--- config.mk ---
export PLATFORM = sky130hd
export DESIGN_NAME = pipelined_cla_adder
export DESIGN_NICKNAME = d
export VERILOG_FILES = /design/src/rtl/pipelined_cla_adder.sv
export SDC_FILE = /design/constraint.sdc
export NUM_CORES = 1
export LEC_CHECK = 0
export ABC_CLOCK_PERIOD_IN_PS = 4200
export CAP_MARGIN = 20
export CORE_MARGIN = 4
export CORE_UTILIZATION = 52
export DETAILED_ROUTE_END_ITERATION = 10
export GPL_TIMING_DRIVEN = 0
export PLACE_DENSITY = 0.92
export SLEW_MARGIN = 20
export SYNTH_ARGS = -nofsm -noshare
export SYNTH_HDL_FRONTEND = slang
export SYNTH_SLANG_ARGS = --single-unit
--- constraint.sdc ---
create_clock -name clk -period 4.2 [get_ports clk]
set_clock_uncertainty 0.1 [all_clocks]
set_input_delay 0.84 -clock clk [delete_from_list [all_inputs] [get_ports clk]]
set_output_delay 0.84 -clock clk [all_outputs]
set_load 0.05 [all_outputs]
--- src/rtl/pipelined_cla_adder.sv ---
// Pipelined carry-lookahead add/subtract unit with a valid/ready stream interface.
// Optional build macro: ADDER_SATURATE_EN clamps the final sum to the signed extreme on overflow.
module pipelined_cla_adder #(
  parameter int WIDTH  = 32,
  parameter int BLOCK  = 4,
  parameter int STAGES = 2
) (
  input  logic             clk,
  input  logic             rst,
  input  logic             in_valid,
  output logic             in_ready,
  input  logic [WIDTH-1:0] a,
  input  logic [WIDTH-1:0] b,
  input  logic             cin,
  input  logic             sub,
  output logic             out_valid,
  input  logic             out_ready,
  output logic [WIDTH-1:0] sum,
  output logic             cout,
  output logic             overflow
);

  localparam int SEG_W    = WIDTH / STAGES;
  localparam int N_GROUPS = SEG_W / BLOCK;
  localparam int LAST     = STAGES - 1;

  generate
    if (STAGES < 1 || STAGES > 4 || (WIDTH % (STAGES * BLOCK)) != 0) begin : g_param_check
      $error("pipelined_cla_adder: STAGES must be 1..4 and WIDTH a multiple of STAGES*BLOCK");
    end
  endgenerate

  // One segment: BLOCK-bit lookahead groups, each group's carry-out formed from its own
  // generate/propagate terms plus the group carry-in.
  function automatic logic [SEG_W:0] cla_seg(input logic [SEG_W-1:0] x,
                                             input logic [SEG_W-1:0] y,
                                             input logic             c_in);
    logic [SEG_W-1:0] g;
    logic [SEG_W-1:0] p;
    logic [SEG_W:0]   c;
    logic             grp_g;
    logic             grp_p;
    g    = x & y;
    p    = x ^ y;
    c    = '0;
    c[0] = c_in;
    for (int grp = 0; grp < N_GROUPS; grp++) begin
      for (int i = 1; i <= BLOCK; i++) begin
        grp_g = 1'b0;
        grp_p = 1'b1;
        for (int k = i - 1; k >= 0; k--) begin
          grp_g = grp_g | (grp_p & g[grp*BLOCK + k]);
          grp_p = grp_p & p[grp*BLOCK + k];
        end
        c[grp*BLOCK + i] = grp_g | (grp_p & c[grp*BLOCK]);
      end
    end
    return {c[SEG_W], p ^ c[SEG_W-1:0]};
  endfunction

  logic             r_v   [STAGES];
  logic [WIDTH-1:0] r_a   [STAGES];
  logic [WIDTH-1:0] r_b   [STAGES];
  logic [WIDTH-1:0] r_s   [STAGES];
  logic             r_c   [STAGES];
  logic             r_ovf;

  logic             w_v   [STAGES];
  logic [WIDTH-1:0] w_a   [STAGES];
  logic [WIDTH-1:0] w_b   [STAGES];
  logic [WIDTH-1:0] w_s   [STAGES];
  logic             w_c   [STAGES];
  logic [STAGES:0]  w_ready;
  logic [WIDTH-1:0] w_b_eff;
  logic [SEG_W:0]   w_seg;
  logic             w_ovf;

  // NOTE: every variable written here gets a value on every path before any branch;
  // a path that skips an assignment would infer a latch.
  always_comb begin
    w_ready         = '0;
    w_ready[STAGES] = out_ready;
    for (int k = STAGES - 1; k >= 0; k--) begin
      w_ready[k] = !r_v[k] || w_ready[k+1];
    end

    w_b_eff = sub ? ~b : b;

    // Stage 0 resolves the low segment straight from the ports; subtract forces carry-in to 1.
    w_seg                = cla_seg(a[SEG_W-1:0], w_b_eff[SEG_W-1:0], sub | cin);
    w_v[0]               = in_valid;
    w_a[0]               = a;
    w_b[0]               = w_b_eff;
    w_s[0]               = '0;
    w_s[0][SEG_W-1:0]    = w_seg[SEG_W-1:0];
    w_c[0]               = w_seg[SEG_W];

    for (int k = 1; k < STAGES; k++) begin
      w_seg                    = cla_seg(r_a[k-1][k*SEG_W +: SEG_W], r_b[k-1][k*SEG_W +: SEG_W], r_c[k-1]);
      w_v[k]                   = r_v[k-1];
      w_a[k]                   = r_a[k-1];
      w_b[k]                   = r_b[k-1];
      w_s[k]                   = r_s[k-1];
      w_s[k][k*SEG_W +: SEG_W] = w_seg[SEG_W-1:0];
      w_c[k]                   = w_seg[SEG_W];
    end

    w_ovf = (w_a[LAST][WIDTH-1] == w_b[LAST][WIDTH-1]) &&
            (w_s[LAST][WIDTH-1] != w_a[LAST][WIDTH-1]);

`ifdef ADDER_SATURATE_EN
    // Both operands share a sign on overflow, so the operand sign picks the clamp direction.
    if (w_ovf) begin
      w_s[LAST] = w_a[LAST][WIDTH-1] ? {1'b1, {(WIDTH-1){1'b0}}} : {1'b0, {(WIDTH-1){1'b1}}};
    end
`endif
  end

  // NOTE: state updates use non-blocking assignments so every stage samples the
  // pre-edge value of its predecessor; blocking here would shoot beats through stages.
  always_ff @(posedge clk) begin
    if (rst) begin
      // NOTE: the data registers are reset too, not just the valids, because the
      // last stage drives sum/cout/overflow directly and must read zero after reset.
      for (int k = 0; k < STAGES; k++) begin
        r_v[k] <= 1'b0;
        r_a[k] <= '0;
        r_b[k] <= '0;
        r_s[k] <= '0;
        r_c[k] <= 1'b0;
      end
      r_ovf <= 1'b0;
    end else begin
      for (int k = 0; k < STAGES; k++) begin
        if (w_ready[k]) begin
          r_v[k] <= w_v[k];
          if (w_v[k]) begin
            r_a[k] <= w_a[k];
            r_b[k] <= w_b[k];
            r_s[k] <= w_s[k];
            r_c[k] <= w_c[k];
          end
        end
      end
      if (w_ready[LAST] && w_v[LAST]) begin
        r_ovf <= w_ovf;
      end
    end
  end

  // Gating with rst keeps a downstream consumer from taking a beat that reset is discarding.
  assign in_ready  = !rst && w_ready[0];
  assign out_valid = !rst && r_v[LAST];
  assign sum       = r_s[LAST];
  assign cout      = r_c[LAST];
  assign overflow  = r_ovf;

endmodule

==> results.md <==
- Share of post-route cells with drive strength above 1: 11.3%
- Kind of critical path: in -> reg
- Flop pwr share: 45.9%
- Nets: 654
- Rows: 35
- Per-cell routed wire length: 14.8 um
- Via count: 3372
- Post-CTS Hold Fix Bufs: 0
- Number of buffers created by CTS: 9
- Area grow syn2layout: 27.9%
- H-tree depth: 3
- Internal: 0.00163 W
- Most used flip-flop cell after synthesis: edfxtp_1
- Total Routing Usage GR: 18.3%
- Pwr Density: 367 nW/um^2
- Post-CTS Setup Bufs: 0
- Post-synth ARST share: 0%
- Final setup vio count: 0
- Adder-cell share of the synthesized area: 11.3%
- Maxcap violations: 0
- CTS max path bufs: 2
- Fin crit period: 3760 ps
- N_diodes: 0
- Largest family of logic cells by synthesized area: simple AND/OR/NAND/NOR gates
- Total grt overflow: 0
- RSZ-0062 raised after global routing: no
- Largest net degree at the start of global routing: 50
- CP startpoint kind: input pin
- Final period util: 89.5%
- Data required, critical path: 4190 ps
- P_sw: 0.000703 W
- Vias in the first global route: 3384
- Commonest non-fill, non-tap cell in the layout: clkdlybuf4s50_1
- CTS tree: done
- Netlist Area Pre-Place: 4980 um^2
- Unique masters post-synth: 49
- F_max: 0.266 GHz
- Yosys reg bits: 85
- Dpl ws: -209 ps
- Crit. End Element: register
- Die area: 11200 um^2
- Switching share of power: 30.1%
- Status: complete, no violations
- Worst-path fanout max: 10
- Number of port buffers: 104
- Initial antenna violation count: 0
- Comb pwr share: 31.0%
- Post-synth EDFFs: 84
- I/O pins: 106
- RePlAce Congestion: 0.852
- Synth warnings: 0
- Detailed-placement wirelength estimate: 7680 um
- Clk Latency, worst-skew pair: 350 ps
- Leakage power: 2.58 nW
- Total Wirelength: 10000 um
- Max-slew violations: 0
- Final worst slack: 442 ps
- HP Class: reg -> reg
- Clock root buffer: clkbuf_8
- Final Hold Viols: 0
- Die width: 106 um
- Peak VDD IR: 0.000184 V
- Synth Area in XOR/XNOR: 9.15%
- Worst EP arrival: 3750 ps
- # resized after CTS: 0
- ANT nets after route: 0
- Worst hold slack: 395 ps
- Drt drc: 0
- Mux cell area share after synthesis: 0%
- CP peak stage delay: 440 ps
- Simple-gate area share of the yosys netlist: 13.6%
- Core area: 9280 um^2
- Initial Util: 53.6%
- Fill cells: 682
- Slowest cell on the critical path: a21boi_0
- Synth Area in Compound Gates: 7.54%
- First-pass GRT wire length: 15900 um
- Syn avg cell area: 11.6 um^2
- DRT iter0 DRCs: 118
- Clock power frac: 23.1%
- Syn_nets: 539
- Post-synthesis sequential area ratio: 51.1%
- DRT Pass-1 Iters: 5
- Sink Count: 85
- Total power: 0.00233 W
- Slew headroom: 44.9%
- Worst path cell trace: buf_2, clkbuf_2, xor2_1, ha_1, nand4_1, a21o_1, a21boi_0, o21ai_0, a21oi_1, nor2_1, fa_1, xor2_1, nor2_1
- Worst-path clk slew: 80 ps
- Post-Syn Instances: 429
- Least-Margin Pin Slew: 824 ps
- Most frequent cells in the layout: 104 x clkdlybuf4s50_1, 84 x edfxtp_1, 54 x nor2_1
- DR vias/cell: 4.98
- Die Ht: 106 um
-- cell usage after synthesis (all sizes together), types with 2 or more instances --
| cell | count | area [um^2] |
|---|---|---|
| a21oi | 16 | 80.1 |
| buf | 36 | 258 |
| or2 | 3 | 18.8 |
| clkbuf | 8 | 31.3 |
| edfxtp | 84 | 2520 |
| nor3b | 3 | 27.5 |
| a21o | 7 | 52.6 |
| nor2 | 55 | 209 |
| xor2 | 26 | 228 |
| o21a | 4 | 30.0 |
| a211oi | 3 | 27.5 |
| nand4 | 3 | 18.8 |
| nand2b | 4 | 25.0 |
| nand2 | 10 | 37.5 |
| nand3 | 6 | 30.0 |
| nor3 | 2 | 10.0 |
| o22ai | 2 | 18.8 |
| fa | 8 | 160 |
| o21ai | 11 | 55.1 |
| xnor2 | 26 | 228 |
| nor2b | 2 | 12.5 |
| and2 | 37 | 231 |
| ha | 32 | 400 |
| inv | 21 | 78.8 |
| o211ai | 4 | 30.0 |
-- stage by stage --
stage / util (%) / cells / TNS, ps / instance area [um^2]
3_5_place_dp: 66.6 / 662 / -370 / 6180
4_1_cts: 68.5 / 677 / 0 / 6360
5_1_grt: 68.5 / 677 / 0 / 6360
3_3_place_gp: 66.5 / 662 / -151 / 6180
6_report: 68.5 / 677 / 0 / 6360
2_1_floorplan: - / 429 / 0 / 4980
-- kinds of logic after synthesis --
logic type,count (synthesis)
xor gates and xnor gates,52
AOI/OAI and AO/OA,55
and+or+nand+nor,132
adders and majority gates,40
buffers and inverters,65
DFF,85
-- flip-flops by register name, indices dropped and copies added, names as in the netlist --
register	count
r_s	48
r_a	16
r_b	16
r_c	2
r_v	2
overflow	1
-- per-layer routing --
metal / track usage, % / vias to the layer above / wire (um)
li1: - / 1672 / -
met1: 21.3 / 1579 / 4020
met2: 32.3 / 102 / 5260
met3: 3.80 / 19 / 514
met4: 8.23 / 0 / 252
met5: 0 / - / 0
-- power by group through the flow --
stage	Clock [W]	Sequential (W)	Combinational [W]
2_1_floorplan	0	0.00109	0.000497
3_3_place_gp	0	0.00109	0.000695
3_5_place_dp	0	0.00109	0.000721
4_1_cts	0.000542	0.00107	0.000726
5_1_grt	0.000586	0.00108	0.000786
6_report	0.000538	0.00107	0.000724
-- final timing paths --
path | from | end | slack (ps) | depth (start not counted)
setup / recovery | sub | r_s[0][13]$_SDFFCE_PN0P_ | 440 | 13
hold / removal | overflow$_SDFFE_PP0P_ | overflow$_SDFFE_PP0P_ | 400 | 2
setup reg to reg | r_a[0][17]$_SDFFCE_PN0P_ | r_s[0][61]$_SDFFCE_PN0P_ | 1490 | 8
hold reg to reg | overflow$_SDFFE_PP0P_ | overflow$_SDFFE_PP0P_ | 400 | 2
-- critical path, delay by kind of cell --
kind                       cells  cell delay (ps)
AOI/OAI and AO/OA              4             1080
adders and majority gates      2              770
buffers and inverters          2              420
xor gates and xnor gates       2              390
and+or+nand+nor                3              260
-- area by class of cell --
cell class | count | area (um^2) | share of cell area [%]
multi-input cells | 279 | 2070 | 32.5
inverters | 21 | 78.8 | 1.24
repair buffers | 104 | 1040 | 16.4
plain buffers | 44 | 292 | 4.58
clock buffers | 9 | 124 | 1.95
clock inverters | 6 | 55.1 | 0.865
flip-flops and latches | 85 | 2540 | 40.0
well taps | 129 | 161 | 2.54
No activity file was read; power rests on OpenSTA's default activity.
